`src/rtl/hazard5_bus_pkg.sv`:
```
// Shared AHB-Lite encodings and data-phase monitor state constants.
package hazard5_bus_pkg;

  // HTRANS encodings
  localparam logic [1:0] HTRANS_IDLE   = 2'b00;
  localparam logic [1:0] HTRANS_BUSY   = 2'b01;
  localparam logic [1:0] HTRANS_NONSEQ = 2'b10;
  localparam logic [1:0] HTRANS_SEQ    = 2'b11;

  // HSIZE encodings
  localparam logic [2:0] HSIZE_BYTE  = 3'd0;
  localparam logic [2:0] HSIZE_HALF  = 3'd1;
  localparam logic [2:0] HSIZE_WORD  = 3'd2;
  localparam logic [2:0] HSIZE_DWORD = 3'd3;

  // Data-phase FSM states
  typedef logic [1:0] dph_state_t;
  localparam dph_state_t DPH_IDLE   = 2'd0;
  localparam dph_state_t DPH_ACTIVE = 2'd1;
  localparam dph_state_t DPH_ERR1   = 2'd2;

  // Unshifted byte-lane mask for a transfer size; unknown sizes touch no lanes.
  function automatic logic [7:0] size_lane_mask(input logic [2:0] hsize);
    logic [7:0] m;
    case (hsize)
      HSIZE_BYTE:  m = 8'h01;
      HSIZE_HALF:  m = 8'h03;
      HSIZE_WORD:  m = 8'h0F;
      HSIZE_DWORD: m = 8'hFF;
      default:     m = 8'h00;
    endcase
    return m;
  endfunction

  // True when the low address bits are not a multiple of the transfer size.
  function automatic logic addr_misaligned(input logic [2:0] hsize, input logic [2:0] addr_lo);
    logic mis;
    case (hsize)
      HSIZE_HALF:  mis = addr_lo[0];
      HSIZE_WORD:  mis = |addr_lo[1:0];
      HSIZE_DWORD: mis = |addr_lo[2:0];
      default:     mis = 1'b0;
    endcase
    return mis;
  endfunction

endpackage

```
`src/rtl/rvfi_rec_fifo.sv`:
```
// Show-ahead record FIFO: head entry is visible combinationally, zero when empty.
module rvfi_rec_fifo #(
  parameter int WIDTH = 8,
  parameter int DEPTH = 4
) (
  input  logic             i_clk,
  input  logic             i_rst,
  input  logic             i_push,
  input  logic [WIDTH-1:0] i_data,
  input  logic             i_pop,
  output logic             o_valid,
  output logic [WIDTH-1:0] o_data,
  output logic             o_drop
);

  localparam int AW = $clog2(DEPTH);

  logic [WIDTH-1:0] r_mem [DEPTH];
  logic [AW-1:0]    r_wptr;
  logic [AW-1:0]    r_rptr;
  logic [AW:0]      r_count;

  logic w_empty;
  logic w_full;
  logic w_do_pop;
  logic w_do_push;

  // A pop on an empty FIFO is ignored; a push when full only lands if a pop frees a slot.
  always_comb begin
    w_empty   = (r_count == {(AW+1){1'b0}});
    w_full    = (r_count == (AW+1)'(DEPTH));
    w_do_pop  = i_pop & ~w_empty;
    w_do_push = i_push & (~w_full | w_do_pop);
    o_drop    = i_push & w_full & ~w_do_pop;
    o_valid   = ~w_empty;
    if (w_empty) begin
      o_data = {WIDTH{1'b0}};
    end else begin
      o_data = r_mem[r_rptr];
    end
  end

  // Pointer and occupancy bookkeeping.
  always_ff @(posedge i_clk or posedge i_rst) begin
    if (i_rst) begin
      r_wptr  <= {AW{1'b0}};
      r_rptr  <= {AW{1'b0}};
      r_count <= {(AW+1){1'b0}};
    end else begin
      if (w_do_push) r_wptr <= r_wptr + AW'(1);
      if (w_do_pop)  r_rptr <= r_rptr + AW'(1);
      case ({w_do_push, w_do_pop})
        2'b10:   r_count <= r_count + (AW+1)'(1);
        2'b01:   r_count <= r_count - (AW+1)'(1);
        default: r_count <= r_count;
      endcase
    end
  end

  // Storage array; contents are don't-care until written, so no reset.
  always_ff @(posedge i_clk) begin
    if (w_do_push) r_mem[r_wptr] <= i_data;
  end

endmodule

```
`src/rtl/ahbl_rvfi_mem_monitor.sv`:
```
// Passive AHB-Lite monitor that turns tagged load/store transfers into
// RVFI-style memory records queued in a show-ahead FIFO, with sticky fault flags.
module ahbl_rvfi_mem_monitor
  import hazard5_bus_pkg::*;
#(
  parameter int W_ADDR   = 32,
  parameter int W_DATA   = 32,
  parameter int DEPTH    = 4,
  parameter int MAX_WAIT = 16
) (
  input  logic                clock,
  input  logic                reset,
  input  logic [W_ADDR-1:0]   haddr,
  input  logic                hwrite,
  input  logic [1:0]          htrans,
  input  logic [2:0]          hsize,
  input  logic                hready,
  input  logic                hresp,
  input  logic [W_DATA-1:0]   hwdata,
  input  logic [W_DATA-1:0]   hrdata,
  input  logic                tag,
  output logic                rec_valid,
  output logic [W_ADDR-1:0]   rec_addr,
  output logic [W_DATA/8-1:0] rec_rmask,
  output logic [W_DATA/8-1:0] rec_wmask,
  output logic [W_DATA-1:0]   rec_rdata,
  output logic [W_DATA-1:0]   rec_wdata,
  output logic                rec_err,
  input  logic                rec_pop,
  output logic                overflow,
  output logic                stall_timeout,
  output logic                proto_err
);

  localparam int NB    = W_DATA / 8;
  localparam int OFFS  = $clog2(NB);
  localparam int WW    = $clog2(MAX_WAIT + 1);
  localparam int REC_W = 1 + W_ADDR + 2 * NB + 2 * W_DATA;

  // Data-phase copy of the address phase
  logic [W_ADDR-1:0] r_dph_addr;
  logic              r_dph_write;
  logic [2:0]        r_dph_size;
  logic              r_dph_active;
  dph_state_t        r_state;
  logic [WW-1:0]     r_wait;
  logic              r_overflow;
  logic              r_stall_timeout;
  logic              r_proto_err;

  logic              w_addr_active;
  logic [NB-1:0]     w_byte_mask;
  logic              w_push;
  logic              w_err;
  logic [W_ADDR-1:0] w_addr;
  logic [NB-1:0]     w_rmask;
  logic [NB-1:0]     w_wmask;
  logic [W_DATA-1:0] w_rdata;
  logic [W_DATA-1:0] w_wdata;
  logic [WW-1:0]     w_wait_next;
  logic              w_proto;
  logic              w_fifo_valid;
  logic [REC_W-1:0]  w_fifo_head;
  logic              w_fifo_drop;

  // Record contents for the current data phase plus wait/fault evaluation.
  always_comb begin
    w_addr_active = (htrans == HTRANS_NONSEQ) || (htrans == HTRANS_SEQ);
    // Truncating before the lane shift gives the same low bits as truncating after.
    w_byte_mask   = NB'(size_lane_mask(r_dph_size)) << r_dph_addr[OFFS-1:0];
    w_push        = hready & r_dph_active & (r_state != DPH_IDLE);
    w_err         = (r_state == DPH_ERR1) & hresp;
    w_addr        = {r_dph_addr[W_ADDR-1:OFFS], {OFFS{1'b0}}};
    w_rmask       = {NB{1'b0}};
    w_wmask       = {NB{1'b0}};
    w_rdata       = {W_DATA{1'b0}};
    w_wdata       = {W_DATA{1'b0}};
    if (r_dph_write) begin
      w_wdata = hwdata;
      if (!w_err) w_wmask = w_byte_mask;
      else        w_wmask = {NB{1'b0}};
    end else begin
      w_rdata = hrdata;
      if (!w_err) w_rmask = w_byte_mask;
      else        w_rmask = {NB{1'b0}};
    end
    if (hready) begin
      w_wait_next = {WW{1'b0}};
    end else if ((r_state != DPH_IDLE) && (r_wait != WW'(MAX_WAIT))) begin
      w_wait_next = r_wait + WW'(1);
    end else begin
      w_wait_next = r_wait;
    end
    w_proto = (~hready & (r_state == DPH_IDLE))
            | (hready & hresp & (r_state != DPH_ERR1))
            | (hready & w_addr_active & (((W_DATA == 32) && (hsize == HSIZE_DWORD))
                                         | addr_misaligned(hsize, haddr[2:0])));
  end

  // Capture the address phase whenever the bus advances.
  always_ff @(posedge clock or posedge reset) begin
    if (reset) begin
      r_dph_addr   <= {W_ADDR{1'b0}};
      r_dph_write  <= 1'b0;
      r_dph_size   <= 3'd0;
      r_dph_active <= 1'b0;
    end else if (hready) begin
      r_dph_addr   <= haddr;
      r_dph_write  <= hwrite;
      r_dph_size   <= hsize;
      r_dph_active <= w_addr_active & tag;
    end
  end

  // Data-phase FSM: follows the bus on hready, notes the first error cycle otherwise.
  always_ff @(posedge clock or posedge reset) begin
    if (reset) begin
      r_state <= DPH_IDLE;
    end else if (hready) begin
      r_state <= (w_addr_active & tag) ? DPH_ACTIVE : DPH_IDLE;
    end else if ((r_state == DPH_ACTIVE) && hresp) begin
      r_state <= DPH_ERR1;
    end
  end

  // Wait counter and sticky status flags.
  always_ff @(posedge clock or posedge reset) begin
    if (reset) begin
      r_wait          <= {WW{1'b0}};
      r_overflow      <= 1'b0;
      r_stall_timeout <= 1'b0;
      r_proto_err     <= 1'b0;
    end else begin
      r_wait <= w_wait_next;
      if (w_fifo_drop) r_overflow <= 1'b1;
      if (w_wait_next == WW'(MAX_WAIT)) r_stall_timeout <= 1'b1;
      if (w_proto) r_proto_err <= 1'b1;
    end
  end

  rvfi_rec_fifo #(
    .WIDTH (REC_W),
    .DEPTH (DEPTH)
  ) u_fifo (
    .i_clk   (clock),
    .i_rst   (reset),
    .i_push  (w_push),
    .i_data  ({w_err, w_addr, w_rmask, w_wmask, w_rdata, w_wdata}),
    .i_pop   (rec_pop),
    .o_valid (w_fifo_valid),
    .o_data  (w_fifo_head),
    .o_drop  (w_fifo_drop)
  );

  assign rec_valid = w_fifo_valid;
  assign {rec_err, rec_addr, rec_rmask, rec_wmask, rec_rdata, rec_wdata} = w_fifo_head;
  assign overflow      = r_overflow;
  assign stall_timeout = r_stall_timeout;
  assign proto_err     = r_proto_err;

endmodule

```
`config.mk`:
```
export PLATFORM = sky130hd
export DESIGN_NAME = ahbl_rvfi_mem_monitor
export DESIGN_NICKNAME = d
export VERILOG_FILES = /design/src/rtl/hazard5_bus_pkg.sv /design/src/rtl/rvfi_rec_fifo.sv /design/src/rtl/ahbl_rvfi_mem_monitor.sv
export SDC_FILE = /design/constraint.sdc
export NUM_CORES = 1
export LEC_CHECK = 0
export CAP_MARGIN = 20
export CORE_UTILIZATION = 61
export DETAILED_ROUTE_END_ITERATION = 7
export DONT_BUFFER_PORTS = 1
export PLACE_DENSITY = 0.77
export SLEW_MARGIN = 10
export SYNTH_ARGS = -nofsm -noshare
export SYNTH_HDL_FRONTEND = slang
export SYNTH_SLANG_ARGS = --single-unit
export TNS_END_PERCENT = 20
```
`constraint.sdc`:
```
create_clock -name clock -period 4.4 [get_ports clock]
set_clock_uncertainty 0.2 [all_clocks]
set_input_delay 0.22 -clock clock [delete_from_list [all_inputs] [get_ports clock]]
set_output_delay 0.22 -clock clock [all_outputs]
set_load 0.05 [all_outputs]
```
-- Word level (Yosys, flattened, before mapping)
Memories as Yosys holds them, arrays and structs flattened.
Index checks and enable logic that the tools add are counted.
- equal/unequal tests: 16
- reductions and logical operators: 11
- bitwise operators: 21
- shift operators: 1
- muxes and demuxes: 16
- add/sub/neg operators: 5
- operators by type and width (operator ; number):
    $mux W105 ; 1
    $mux W32 ; 2
    $pmux W4 S4 ; 1
    $and A1 B1 Y1 ; 13
    $eq A3 B2 Y1 const B ; 4
    $mux W4 ; 3
    $mux W5 ; 2
    $eq A2 B2 Y1 const B ; 4
    $eq A3 B1 Y1 const B ; 2
    $logic_not A3 Y1 ; 2
    $pmux W3 S2 ; 1
    $reduce_bool A2 Y1 ; 3
    $add A5 B1 Y5 const B ; 1
    $eq A5 B5 Y1 const B ; 1
    $ne A5 B5 Y1 const B ; 1
    $add A2 B1 Y2 const B ; 2
    $eq A2 B1 Y1 const B ; 2
    $mux W2 ; 2
    $not A1 Y1 ; 4
    $or A1 B1 Y1 ; 4
    $shl A4 B2 Y4 ; 1
    $add A3 B1 Y3 const B ; 1
    $eq A3 B3 Y1 const B ; 1
    $mux W1 ; 3
    other kinds (8) ; 9
- memories: 1
- bits in writable memories: 412
- flip-flop bits (word level): 54
- input port bits: 108
- memory list (name ; words ; bits a word ; read ports ; clocked after memory_dff ; wr ports ; RTL line ; source):
    u_fifo.r_mem ; 4 ; 103 ; 1 ; 0 ; 1 ; rvfi_rec_fifo.sv:18 ; logic [WIDTH-1:0] r_mem [DEPTH];

-- Longest topological paths before layout
Gate-level depths: netlist (run 1).
- depth in word-level cells: 7
- mapped depth: 10

-- Cells and area by module
From an unflattened synthesis (run 1), not the netlist that was laid out.
- cell total of the unflattened synthesis: 930
- area total of the unflattened synthesis: 18680.4 µm²
- by module, submodules not included (module ; times used ; cells each ; area each (µm²) ; seq. area each (µm²)):
    rvfi_rec_fifo ; 1 ; 705 ; 16254.3 ; 12787.3
    ahbl_rvfi_mem_monitor ; 1 ; 225 ; 2426.1 ; 1176.1

-- Worst setup path after synthesis (run 1)
Ideal clock, no wire load.
- path type: register to register
- start point: register u_fifo.r_count[2]
- end point: memory u_fifo.r_mem[0][0] (netlist bit) (enable)
- stages on the path, launching flop included: 5
- arrival time: 3.387 ns
- path slack: 0.339 ns
- path buffers: 1
- cells stage by stage: dfrtp_1 -> nor4b_1 -> and4b_1 -> clkbuf_1 -> and2_1
- cells in the longest elaborated chain, start to end: 7
- elaborated cells between the ends (all ways): 9
- classes of those cells: eq/ne: 1; mux: 2; bitwise: 5; reduce/logical: 1
- RTL lines (item ; RTL line ; source):
    start: declaration ; rvfi_rec_fifo.sv:21 ; logic [AW:0] r_count;
    start signal: assignment ; rvfi_rec_fifo.sv:48 ; r_count <= {(AW+1){1'b0}};
    start signal: assignment ; rvfi_rec_fifo.sv:53 ; 2'b10: r_count <= r_count + (AW+1)'(1);
    start signal: assignment ; rvfi_rec_fifo.sv:54 ; 2'b01: r_count <= r_count - (AW+1)'(1);
    $logic_not A3 Y1 ; rvfi_rec_fifo.sv:30 ; w_empty = (r_count == {(AW+1){1'b0}});
    $not A1 Y1 ; rvfi_rec_fifo.sv:32 ; w_do_pop = i_pop & ~w_empty;
    $and A1 B1 Y1 ; rvfi_rec_fifo.sv:32 ;
    $or A1 B1 Y1 (*) ; rvfi_rec_fifo.sv:33 ; w_do_push = i_push & (~w_full | w_do_pop);
    $and A1 B1 Y1 (*) ; rvfi_rec_fifo.sv:33 ;
    $mux W1 (*) ; rvfi_rec_fifo.sv:62 ; if (w_do_push) r_mem[r_wptr] <= i_data;
    $mux W1 (implied by the code) (*) ; rvfi_rec_fifo.sv:62 ;
    end: declaration ; rvfi_rec_fifo.sv:18 ;
Every way passes the cells marked *; elsewhere a longest branch is shown, timed or not.

-- Worst setup path after layout (run 1)
- start point: register u_fifo.r_count[0]
- end point: output rec_addr[10]
- cells in the longest elaborated chain, start to end: 2
- RTL lines (item ; RTL line ; source):
    $logic_not A3 Y1 ; rvfi_rec_fifo.sv:30 ;
    $mux W105 ; rvfi_rec_fifo.sv:36 ; if (w_empty) begin
    end: declaration ; ahbl_rvfi_mem_monitor.sv:23 ; output logic [W_ADDR-1:0] rec_addr,
Every way passes these cells.

==> summary by stage, run 1 <==
Logic synthesis
After synthesis, the cell types taking the most area are sky130_fd_sc_hd__edfxtp_1, sky130_fd_sc_hd__mux4_2, sky130_fd_sc_hd__dfrtp_1. In the post-synthesis netlist, the cell with the most instances is sky130_fd_sc_hd__edfxtp_1. The most frequently used flop master after synthesis is sky130_fd_sc_hd__edfxtp_1. The post-synthesis area per instance is 20.1 um^2. After synthesis, the share of flip-flops with an asynchronous set or reset is 11.6%.

The count of flip-flops with a built-in enable after synthesis is 412. The number of instances in the synthesized netlist is 917. The proportion of netlist area held by the largest area contributor is 67.2%. The share of the Yosys chip area taken by registers is 74.6%. Synthesis instantiated 46 different standard cells from the library. Synthesis inferred 466 register bits.

The count of yosys warnings during synthesis is 0. The cell taking the most area after synthesis is sky130_fd_sc_hd__edfxtp_1. The commonest cells after synthesis are sky130_fd_sc_hd__edfxtp_1, sky130_fd_sc_hd__and2_1, sky130_fd_sc_hd__mux4_2, sky130_fd_sc_hd__dfrtp_1, sky130_fd_sc_hd__mux2_2. The netlist area before placement is 18400 um^2.

STA
The final max-slew violation count was 0. Hold is met by 0.0305 ns. For the final routed database, the setup TNS stands at 0 ns. The final hold violation count came to 0.

Setup repair after global routing left no endpoint under its margin. The headroom to the max-slew limit is 42.9%. Of the available clock period, the critical path in the final layout requires 72.7%. Setup violations remaining at the end of the flow were counted as 0. The maximum operating frequency is 313 MHz.

The shortest period the worst path allows is 3.20 ns. The actual slew at the worst max-slew pin is 0.835 ns.

Global routing
The met3 usage is 4.78%. For met2 alone, demand over resource in global routing was 39.5%. The aggregate global routing overflow is 0. The met1 usage in global routing is 31.5%. The via count of the first global-routing pass is 9245. The pin count of the biggest net entering global routing is 62. The initial antenna violation count is 0. Global routing used 23.4% of the available tracks. In this run the most used layer during global routing was met2. The first global-routing pass estimated 53500 um of wire.

CTS
The TritonCTS clock tree is built. The root buffer selected by CTS is sky130_fd_sc_hd__clkbuf_16. The largest buffer count on any clock path is 3. Clock-pin slew was measured on the worst setup and hold paths at 0.06 ns. In this run, CTS created clock tree buffers numbering 45. Hold repair after CTS inserted 110 buffers. In this run the number of H-tree levels came out at 2. The clock net in this run drives a total of 466 sinks. At the later pin of the worst-skew pair, clock insertion delay measures 0.55 ns. Gates resized during post-CTS repair numbered 0. Once the clock tree was built, the setup fixing pass inserted 0 buffers.

Routing
The number of nets with antenna violations after detailed routing is 0. The total vias in the final route is 8751. The detailed-route vias per instance is 5.97.

The remaining routing DRC violations is 0. The first TritonRoute pass finished after 5 iterations. The violation count after the first detailed-route iteration is 539. After detailed routing, the average wire length per cell comes to 23.9 um. The total wire length after detailed routing is 35100 um.

Finish
From synthesis to final layout, the design area changed by 15.9%. The repair_antennas step left the layout with diodes totalling 0. Of the cells placed in the final design, the portion with a size suffix greater than 1 is 20.3%. After the last flow step, the layout net total stands at 1158. The finished layout holds 1467 standard cells, fillers aside.

The final core area utilization is 72.0%. The finished cells cover 21300 um^2.

Flow run
The count of max-cap constraint violations is 0.

Floorplan
The die width is 176 um. The effective utilization at floorplan is 62.1%. The area of the core is 29600 um^2. The number of core rows is 63. The overall die height is 176 um. The I/O pin count is 217. The die covers 30900 um^2.

Setup path
Together, buffers and inverters on the worst path number 1. STA puts the critical path data required time at 3.98 ns. The worst setup path is launched from a flip-flop. The delay contributed by the slowest stage of the critical path is 0.62 ns.

The critical path goes through or3_4 > buf_4 > and2_1. The largest individual stage delay along the critical path comes from the cell sky130_fd_sc_hd__buf_4. The arrival time of data at the critical path endpoint is 2.78 ns.

The largest driver fanout on the critical path is 61. The category of the most critical setup path is reg -> out. The kind of cell with the highest combined delay on the critical path is simple AND/OR/NAND/NOR gates. The worst setup path is captured at an output pin.

Pwr
The fraction of power consumed by the clock network is 26.4%. In this run the static leakage power is 7.12 nW. The internal portion of the total power is 8.40 mW. Combinational logic burns 35.1% of the power.

In this run switching power makes up 38.1% of total power. VDD sags by at most 0.418 mV. In this run the power spent charging and discharging nets is 5.18 mW.

In this run, flip-flops and latches consume 38.5% of the power. For this design the ratio of total power to cell area is 637 nW/um^2.

Place
Counting tap cells, the placed design contains a total of 1275 instances. The final RePlAce weighted congestion is 0.721. In this run the cell area measured after placement is 18800 um^2. The count of buffers inserted at the top-level ports is 0.

The final HPWL from detailed placement is 19500 um.

Hold path
The tightest min-delay check is of the in -> async type.

Outcome
The run finished with clean final reports.
==> per-stage QoR <==
| stage | worst slack (ns) | total power [mW] |
|---|---|---|
| 2_1_floorplan | 0.339 | 9.49 |
| 3_3_place_gp | 1.64 | 9.98 |
| 3_5_place_dp | 1.64 | 10.0 |
| 4_1_cts | 1.14 | 13.7 |
| 5_1_grt | 1.03 | 14.0 |
| 6_report | 1.20 | 13.6 |
==> power groups by stage <==
stage               clock (mW)  sequential (mW)  combinational [mW]
floorplan                    0             5.14                4.36
global placement             0             5.31                4.67
detailed placement           0             5.32                4.71
CTS                       3.64             5.23                4.81
global route              3.81             5.25                4.98
finish                    3.59             5.23                4.76
==> registers in the layout (all words and copies together), names as in the netlist <==
name,cells
u_fifo.r_mem,412
r_state,2
u_fifo.r_wptr,2
r_dph_size,3
u_fifo.r_rptr,2
overflow,1
stall_timeout,1
r_wait,5
proto_err,1
r_dph_active,1
r_dph_write,1
u_fifo.r_count,3
r_dph_addr,32
==> placed cells by master, fill, tap and decap left out, types with 3 or more instances in the layout <==
master,synthesis,routed
sky130_fd_sc_hd__edfxtp_1,412,412
sky130_fd_sc_hd__and2_1,140,136
sky130_fd_sc_hd__dlygate4sd3_1,0,109
sky130_fd_sc_hd__mux4_2,103,103
sky130_fd_sc_hd__dfrtp_1,54,51
sky130_fd_sc_hd__clkbuf_16,0,47
sky130_fd_sc_hd__mux2_2,35,35
sky130_fd_sc_hd__nor2b_1,34,34
sky130_fd_sc_hd__clkbuf_1,23,18
sky130_fd_sc_hd__inv_1,14,13
sky130_fd_sc_hd__nor2_1,11,11
sky130_fd_sc_hd__clkinv_1,0,11
sky130_fd_sc_hd__buf_4,3,11
sky130_fd_sc_hd__ha_1,7,7
sky130_fd_sc_hd__buf_12,0,6
sky130_fd_sc_hd__xnor2_1,5,5
sky130_fd_sc_hd__o21ai_0,5,5
sky130_fd_sc_hd__nand2_1,5,5
sky130_fd_sc_hd__xor2_1,4,4
sky130_fd_sc_hd__nand2b_1,4,4
sky130_fd_sc_hd__and2_4,0,4
sky130_fd_sc_hd__mux2i_1,3,3
sky130_fd_sc_hd__nor3_1,3,3
sky130_fd_sc_hd__clkinv_2,0,3
==> logic make-up (layout without fill, tap and decap cells) <==
| family | Yosys count | count (layout) | synth area share [%] |
|---|---|---|---|
| AO/OA/AOI/OAI | 21 | 21 | 0.823 |
| XOR/XNOR | 9 | 9 | 0.428 |
| adder cells (fa/ha/maj) | 8 | 8 | 0.585 |
| buffers and inverters | 64 | 223 | 1.85 |
| flip-flops | 466 | 466 | 74.6 |
| multiplexers | 141 | 141 | 14.9 |
| other | 1 | 2 | 0.0204 |
| AND/OR/NAND/NOR | 207 | 207 | 6.84 |
==> per-layer routing <==
layer	part of all wire, %	vias to the layer above	wire length (um)
met5	0	-	0
met4	1.5	0	514
met3	6.3	51	2230
met2	51	277	17900
met1	41	4600	14400
li1	-	3823	-
==> area by class of cell <==
| type | count | area (um^2) |
|---|---|---|
| tap | 390 | 488 |
| clock buffer | 65 | 1240 |
| timing repair buffer | 127 | 1320 |
| multi-input combinational | 388 | 4360 |
| sequential | 466 | 13700 |
| inverter | 14 | 52.6 |
| clock inverter | 17 | 125 |
| fill | 1813 | 8310 |
==> worst paths after layout <==
path / slack (ns) / from / depth (start not counted) / to
setup reg to reg: 1.64 / r_state[0]$_DFFE_PP0P_ / 4 / u_fifo.r_mem[0][92]$_DFFE_PP_
max in group asynchronous: 3.06 / reset / 3 / u_fifo.r_rptr[0]$_DFFE_PP0P_
min in group clock: 0.16 / haddr[15] / 2 / r_dph_addr[15]$_DFFE_PP0P_
hold / removal: 0.03 / reset / 2 / r_dph_addr[3]$_DFFE_PP0P_
setup / recovery: 1.20 / u_fifo.r_count[0]$_DFFE_PP0P_ / 3 / rec_addr[10]
hold reg to reg: 0.30 / u_fifo.r_count[2]$_DFFE_PP0P_ / 1 / u_fifo.r_count[2]$_DFFE_PP0P_
(Power assumes the default switching activity.)
==> inputs of run 2 (changes only) <==
- CORE_UTILIZATION: 61 -> 57
- PLACE_DENSITY: 0.77 -> 0.75
- clock period: 4.4 -> 2.8 ns (I/O delays scaled with it)
==> run 2 against run 1 <==
  * First-iteration DRC count increased by 26%
  * Critical path depth unchanged
  * Combinational power increased by 64%
  * Non-clock buffer count increased by 11
  * Wire length increased by 4.3%
  * Power increased by 63%
  * Setup slack got worse by 1.0 ns
==> summary by stage, run 2 (same netlist as run 1, synthesis figures left out) <==
CTS
The clock input transition at the sequential cells of the worst setup and hold paths is 0.06 ns (about the same). The count of clock tree sinks was 466 (unchanged). The root buffer selected by CTS is sky130_fd_sc_hd__clkbuf_16 (unchanged). The clock insertion delay at the later pin of the skew report is 0.54 ns (was 0.55 ns).

The largest buffer count on any clock path is 3 (unchanged). The CTS H-tree depth is 2 (unchanged). The TritonCTS clock tree was built (unchanged). The clock buffer count from CTS was 47 (was 45).

Place
The count of buffers inserted at the top-level ports was 0 (unchanged). The final RePlAce weighted congestion is 0.750 (was 0.721). The post-placement worst setup slack came to 0.227 ns (was 1.64 ns). The final HPWL from detailed placement came to 19900 um (was 19500 um). The area after detailed placement was 19000 um^2 (was 18800 um^2).

Flow run
The count of max-cap constraint violations is 0 (unchanged).

Setup path
The largest driver fanout on the critical path is 21 (was 61). The critical path endpoint category is an output pin (unchanged). The arrival time of data at the critical path endpoint is 2.28 ns (was 2.78 ns). The required time of the worst setup path is 2.46 ns (was 3.98 ns). The startpoint class of the critical path is a flip-flop (unchanged). The category of the most critical setup path is reg -> out (unchanged).

STA
The headroom to the max-slew limit is 55.3% (was 42.9%). The share of the clock period used by the worst path is 93.4%. The maximum operating frequency is 382 MHz.

Unrepaired setup endpoints after global routing: no (unchanged). The setup violation total in the final timing report is 0 (unchanged). The final worst slack was 0.184 ns (was 1.20 ns).

The final hold violation count is 0 (unchanged). The actual slew at the worst max-slew pin is 0.665 ns (was 0.835 ns). The shortest period the worst path allows is 2.62 ns. The final max-slew violation count is 0 (unchanged). The setup TNS is 0 ns (unchanged). The smallest hold slack is 0.0800 ns (was 0.0305 ns).

Floorplan
The I/O pin count is 217 (unchanged). The effective utilization at floorplan is 58.2% (was 62.1%). The number of core rows is 65 (was 63). The die area is 33000 um^2 (was 30900 um^2).

The die width is 182 um (was 176 um). The overall die height came to 182 um (was 176 um). The area of the core was 31600 um^2 (was 29600 um^2).

Hold path
The path type of the worst min-delay path is in -> reg (was in -> async).

Finish
Highest-count cells in the layout ignoring fill and taps: sky130_fd_sc_hd__edfxtp_1, sky130_fd_sc_hd__and2_1, sky130_fd_sc_hd__dlygate4sd3_1 (unchanged). Registers with the most flip-flops: u_fifo.r_mem (412), r_dph_addr (32), r_wait (5) (unchanged). The layout overhead on the synthesized area came to 18.2% (was 15.9%).

The area of all placed cells without fillers was 21800 um^2 (was 21300 um^2). The share of final-layout standard cells stronger than drive strength 1 is 22.3% (was 20.3%). The register name with the most flops was u_fifo.r_mem (unchanged).

The leading cell type in the layout, fill and taps excluded is sky130_fd_sc_hd__edfxtp_1 (unchanged). The net total in the final layout is 1171 (was 1158). The flip-flop count of the largest register, all copies and words added is 412 (unchanged).

Routing
The remaining routing DRC violations is 0 (unchanged). The detailed-route vias per instance is 5.95 (was 5.97). The number of nets with antenna violations after detailed routing is 0 (unchanged). The violation count after the first detailed-route iteration is 681 (was 539). The total vias in the final route is 8900 (was 8751). The post-detailed-route wirelength per cell came to 24.5 um (was 23.9 um). The total wire length after detailed routing is 36600 um (was 35100 um). The total iterations of the first detailed-routing run is 5 (unchanged).

Global routing
The aggregate global routing overflow is 0 (unchanged). The pin count of the biggest net entering global routing is 105 (was 62). The global-route wire length before repair is 56000 um (was 53500 um).

The combined global-route utilization of all metal layers is 22.8% (was 23.4%). The via count of the first global-routing pass is 9586 (was 9245). The initial antenna violation count was 3 (was 0).

Pwr
The ratio of total power to cell area is 1020 nW/um^2 (was 637 nW/um^2). The standby leakage power is 7.32 nW (was 7.12 nW). The worst supply voltage drop on vdd is 0.727 mV (was 0.418 mV).

Outcome
Outcome: complete, no violations (unchanged).
==> run 2: cell type report <==
| type | count | area, um^2 |
|---|---|---|
| antenna | 3 | 7.51 |
| clock buffer | 69 | 1320 |
| clock inverter | 16 | 228 |
| fill | 1984 | 9880 |
| inverter | 14 | 52.6 |
| multi-input combinational | 388 | 4370 |
| sequential | 466 | 13700 |
| tap | 402 | 503 |
| timing repair buffer | 138 | 1540 |
==> run 2: path summary, 6_finish.rpt <==
check	cells after the start	end	from	slack (ns)
setup reg to reg	9	u_fifo.r_count[2]$_DFFE_PP0P_	u_fifo.r_count[0]$_DFFE_PP0P_	0.25
setup / recovery	3	rec_rdata[26]	u_fifo.r_rptr[0]$_DFFE_PP0P_	0.18
min in group asynchronous	4	r_dph_addr[2]$_DFFE_PP0P_	reset	0.51
hold reg to reg	1	u_fifo.r_count[2]$_DFFE_PP0P_	u_fifo.r_count[2]$_DFFE_PP0P_	0.29
hold / removal	2	r_dph_addr[16]$_DFFE_PP0P_	haddr[16]	0.08
max in group asynchronous	4	u_fifo.r_rptr[1]$_DFFE_PP0P_	reset	1.69
==> run 2: power breakdown <==
part,total (mW),switching [mW],internal [mW]
Combinational,7.80,5.57,2.23
Clock,6.29,2.48,3.81
Sequential,8.07,0.239,7.83
==> run 2: metrics by stage <==
step / instances / utilization, % / power (mW)
2_1_floorplan: 918 / - / 14.9
3_3_place_gp: 1296 / 60.2 / 15.8
3_5_place_dp: 1296 / 60.2 / 15.9
4_1_cts: 1493 / 68.7 / 22.3
5_1_grt: 1495 / 68.8 / 22.9
6_report: 1496 / 68.8 / 22.2
==> run 2: what timing repair did <==
item | CTS | global route
resized for setup | 0 | 3
endpoints found under the hold margin | 367 | 0
hold buffers | 111 | 0
buffers inserted | 1 | 0
endpoints found under the setup margin | 4 | 24
==> run 2: metal layers <==
layer / part of all wire, % / track usage, % / up-vias
li1: - / - / 3873
met1: 40 / 30.0 / 4632
met2: 51 / 38.3 / 335
met3: 7.0 / 5.13 / 60
met4: 2.2 / 6.75 / 0
met5: 0 / 0 / -
==> run 2: critical path, cell delays in order, from the launching register on <==
cell	delay (ns)
sky130_fd_sc_hd__dfrtp_4	0.48
sky130_fd_sc_hd__buf_6	0.32
sky130_fd_sc_hd__mux4_2	0.54
sky130_fd_sc_hd__and2_1	0.37
==> inputs of run 3 (changes only) <==
- ABC_AREA: unset -> 1
==> run 3 against run 2 <==
  * Clock-buffer cell count is 6 lower
  * Area after synthesis is 2.6% higher
  * Combinational power rose by 54%
  * Largest power group is now combinational cells
  * Cell area up 5.5%
  * Flip-flop and latch count did not move
  * Critical endpoint is now rec_wdata[20]
  * Synthesized cell count is 80% higher
==> summary by stage, run 3 <==
Outcome
Outcome: complete, no violations (unchanged).

Pwr
The standby leakage power came to 8.79 nW (was 7.32 nW). The switching fraction of total power is 43.3% (was 37.4%). The relative contribution of combinational cells to total power is 46.0% (was 35.2%). The final total power is 26.2 mW (was 22.2 mW). The ratio of total power to cell area is 1140 nW/um^2 (was 1020 nW/um^2).

The share of power burned in registers is 30.9% (was 36.4%). The internal power component is 14.8 mW (was 13.9 mW). The fraction of power consumed by the clock network came to 23.2% (was 28.4%). The worst supply voltage drop on vdd is 1.06 mV (was 0.727 mV). The power dissipated by switching net loads is 11.3 mW (was 8.28 mW).

Floorplan
The die width is 184 um (was 182 um). The I/O pin count is 217 (unchanged). The overall die height is 184 um (was 182 um). The die area is 33900 um^2 (was 33000 um^2).

The effective utilization at floorplan was 58.0% (was 58.2%). The number of core rows came to 66 (was 65). The area of the core came to 32500 um^2 (was 31600 um^2).

Place
The count of buffers inserted at the top-level ports is 0 (unchanged). The final RePlAce weighted congestion is 0.818 (was 0.750). The post-placement worst setup slack is 0.415 ns (was 0.227 ns). The final HPWL from detailed placement is 23100 um (was 19900 um).

STA
The headroom to the max-slew limit came to 59.1% (was 55.3%). The smallest hold slack is 0.0509 ns (was 0.0800 ns). The maximum operating frequency is 368 MHz (was 382 MHz). The share of the clock period used by the worst path came to 97.2% (was 93.4%). The setup violation total in the final timing report is 0 (unchanged). Unrepaired setup endpoints after global routing: yes (was no). The final max-slew violation count is 0 (unchanged). The final hold violation count is 0 (unchanged). The actual slew at the worst max-slew pin is 0.613 ns (was 0.665 ns). The shortest period the worst path allows was 2.72 ns (was 2.62 ns).

The final worst slack is 0.0792 ns (was 0.184 ns).

Logic synthesis
The sequential element share of the synthesized area is 72.7% (was 74.6%). Most frequent cells after synthesis: sky130_fd_sc_hd__nor2_1, sky130_fd_sc_hd__edfxtp_1, sky130_fd_sc_hd__nand2_1, sky130_fd_sc_hd__o21ai_0, sky130_fd_sc_hd__a21oi_1 (was sky130_fd_sc_hd__edfxtp_1, sky130_fd_sc_hd__and2_1, sky130_fd_sc_hd__mux4_2, sky130_fd_sc_hd__dfrtp_1, sky130_fd_sc_hd__mux2_2). The proportion of netlist area held by the largest area contributor was 65.5% (was 67.2%). The cell taking the most area after synthesis is sky130_fd_sc_hd__edfxtp_1 (unchanged). The most frequently used flop master after synthesis is sky130_fd_sc_hd__edfxtp_1 (unchanged). The count of flip-flops with a built-in enable after synthesis is 412 (unchanged).

The most instantiated library cell after synthesis is sky130_fd_sc_hd__nor2_1 (was sky130_fd_sc_hd__edfxtp_1). The synthesis-stage register bit count was 466 (unchanged). The fraction of synthesis flops using an asynchronous set or reset pin was 11.6% (unchanged). The number of instances in the synthesized netlist is 1654 (was 917).

The post-synthesis area per instance is 11.4 um^2 (was 20.1 um^2). The netlist area before placement came to 18900 um^2 (was 18400 um^2). Biggest area contributors in the synthesized netlist: sky130_fd_sc_hd__edfxtp_1, sky130_fd_sc_hd__nor2_1, sky130_fd_sc_hd__dfrtp_1 (was sky130_fd_sc_hd__edfxtp_1, sky130_fd_sc_hd__mux4_2, sky130_fd_sc_hd__dfrtp_1).

The count of yosys warnings during synthesis is 0 (unchanged). The unique cell type count in the Yosys netlist is 29 (was 46).

CTS
The CTS H-tree depth is 2 (unchanged). The root buffer selected by CTS is sky130_fd_sc_hd__clkbuf_16 (unchanged). The clock buffer count from CTS is 45 (was 47). The clock input transition at the sequential cells of the worst setup and hold paths is 0.06 ns (about the same). The clock insertion delay at the later pin of the skew report came to 0.54 ns (about the same). The TritonCTS clock tree is built (unchanged). The largest buffer count on any clock path is 3 (unchanged).

The count of clock tree sinks is 466 (unchanged).

Global routing
The pin count of the biggest net entering global routing is 106 (was 105). The global-route wire length before repair is 65200 um (was 56000 um). The via count of the first global-routing pass came to 12700 (was 9586). The initial antenna violation count is 0 (was 3). The aggregate global routing overflow is 0 (unchanged). The combined global-route utilization of all metal layers was 25.3% (was 22.8%).

Setup path
The delay contributed by the slowest stage of the critical path is 0.47 ns (was 0.54 ns). The startpoint class of the critical path is a flip-flop (unchanged). The critical path endpoint category was an output pin (unchanged). The largest driver fanout on the critical path is 105 (was 21). The arrival time of data at the critical path endpoint is 2.38 ns (was 2.28 ns).

The kind of cell with the highest combined delay on the critical path is buffers and inverters (was multiplexers). The category of the most critical setup path was reg -> out (unchanged). The worst-path cell with the longest stage delay is sky130_fd_sc_hd__dfrtp_4 (was sky130_fd_sc_hd__mux4_2). The buffering stage count on the worst path with inverters included is 3 (was 1). The required time of the worst setup path is 2.46 ns (about the same). Chain of cells forming the critical path: buf_16 > buf_16 > nor2_1 > nor2_1 > o21ai_0 > a21oi_1 > buf_4 (was buf_6 > mux4_2 > and2_1).

Routing
The remaining routing DRC violations was 0 (unchanged). The number of nets with antenna violations after detailed routing is 0 (unchanged). The total wire length after detailed routing is 42900 um (was 36600 um). The violation count after the first detailed-route iteration was 1152 (was 681).

The total vias in the final route is 12800 (was 8900). The total iterations of the first detailed-routing run came to 7 (was 5). The post-detailed-route wirelength per cell came to 18.4 um (was 24.5 um). The detailed-route vias per instance came to 5.50 (was 5.95).

Finish
Registers with the most flip-flops: u_fifo.r_mem (412), r_dph_addr (32), r_wait (5) (unchanged). Highest-count cells in the layout ignoring fill and taps: sky130_fd_sc_hd__nor2_1, sky130_fd_sc_hd__edfxtp_1, sky130_fd_sc_hd__nand2_1 (was sky130_fd_sc_hd__edfxtp_1, sky130_fd_sc_hd__and2_1, sky130_fd_sc_hd__dlygate4sd3_1). The final core area utilization is 70.5% (was 68.8%). The register name with the most flops is u_fifo.r_mem (unchanged).

The flip-flop count of the largest register, all copies and words added is 412 (unchanged). The net total in the final layout is 1970 (was 1171). The final antenna diode count is 0 (was 3).

The leading cell type in the layout, fill and taps excluded is sky130_fd_sc_hd__nor2_1 (was sky130_fd_sc_hd__edfxtp_1). The layout overhead on the synthesized area came to 21.5% (was 18.2%). The share of final-layout standard cells stronger than drive strength 1 is 12.0% (was 22.3%).

Flow run
The count of max-cap constraint violations came to 0 (unchanged).

Hold path
The path type of the worst min-delay path is in -> reg (unchanged).
run 3: cell families after synthesis:
kind of cell,Yosys count,synth area share [%]
other,1,0.0199
flip-flops,466,72.7
AO/OA/AOI/OAI,337,9.05
adder cells (fa/ha/maj),8,0.570
XOR/XNOR,5,0.232
AND/OR/NAND/NOR,636,12.8
buffers and inverters,201,4.69
run 3: area by class of cell:
| class | count | area [um^2] |
|---|---|---|
| clock inverters | 20 | 176 |
| clock buffers | 63 | 1330 |
| multi-input cells | 988 | 4320 |
| flip-flops and latches | 466 | 13700 |
| fillers | 2233 | 9590 |
| repair buffers | 250 | 2440 |
| inverters | 103 | 397 |
| well taps | 442 | 553 |
run 3: path summary, 6_finish.rpt:
kind / startpoint / endpoint / slack, ns / cells after the start
worst max-delay path: u_fifo.r_rptr[0]$_DFFE_PP0P_ / rec_wdata[20] / 0.08 / 7
worst min-delay path: haddr[17] / r_dph_addr[17]$_DFFE_PP0P_ / 0.05 / 3
worst max register to register: u_fifo.r_count[0]$_DFFE_PP0P_ / u_fifo.r_count[2]$_DFFE_PP0P_ / 0.32 / 9
worst min register to register: r_dph_addr[6]$_DFFE_PP0P_ / u_fifo.r_mem[1][76]$_DFFE_PP_ / 0.32 / 0
max in group asynchronous: reset / r_dph_addr[21]$_DFFE_PP0P_ / 1.66 / 4
min in group asynchronous: reset / r_dph_addr[10]$_DFFE_PP0P_ / 0.51 / 4
run 3: stage by stage:
stage | area [um^2] | std cells | TNS (ns)
after CTS | 22900 | 2332 | 0
after detailed placement | 20300 | 2138 | 0
after global routing | 22900 | 2332 | -0.0584
final | 22900 | 2332 | 0
after global placement | 20300 | 2138 | 0
after floorplan | 18900 | 1655 | -74.37
run 3: what timing repair did:
action | CTS | global route
pin swaps | 0 | 1
hold endpoints to repair | 381 | 0
resized for setup | 0 | 9
hold buffers | 110 | 0
buffers inserted | 1 | 0
gates cloned | 0 | 0
setup endpoints to repair | 2 | 23
run 3: tightest hold or removal path, delay by kind of cell:
| kind | cells | cell delay [ns] |
|---|---|---|
| and+or+nand+nor | 2 | 0.10 |
| buffers and inverters | 1 | 0.52 |
run 3: power by group through the flow:
stage	Clock [mW]	Combinational [mW]	Sequential (mW)
floorplan	0	8.46	8.10
global placement	0	11.5	8.24
detailed placement	0	11.7	8.25
CTS	6.12	12.0	8.08
global route	6.40	12.8	8.10
finish	6.06	12.0	8.09
run 3: layer usage:
layer | part of all wire (%) | global-route usage (%)
met5 | 0 | 0
met3 | 8.0 | 4.42
met4 | 2.8 | 9.57
met2 | 49 | 43.3
met1 | 40 | 32.3
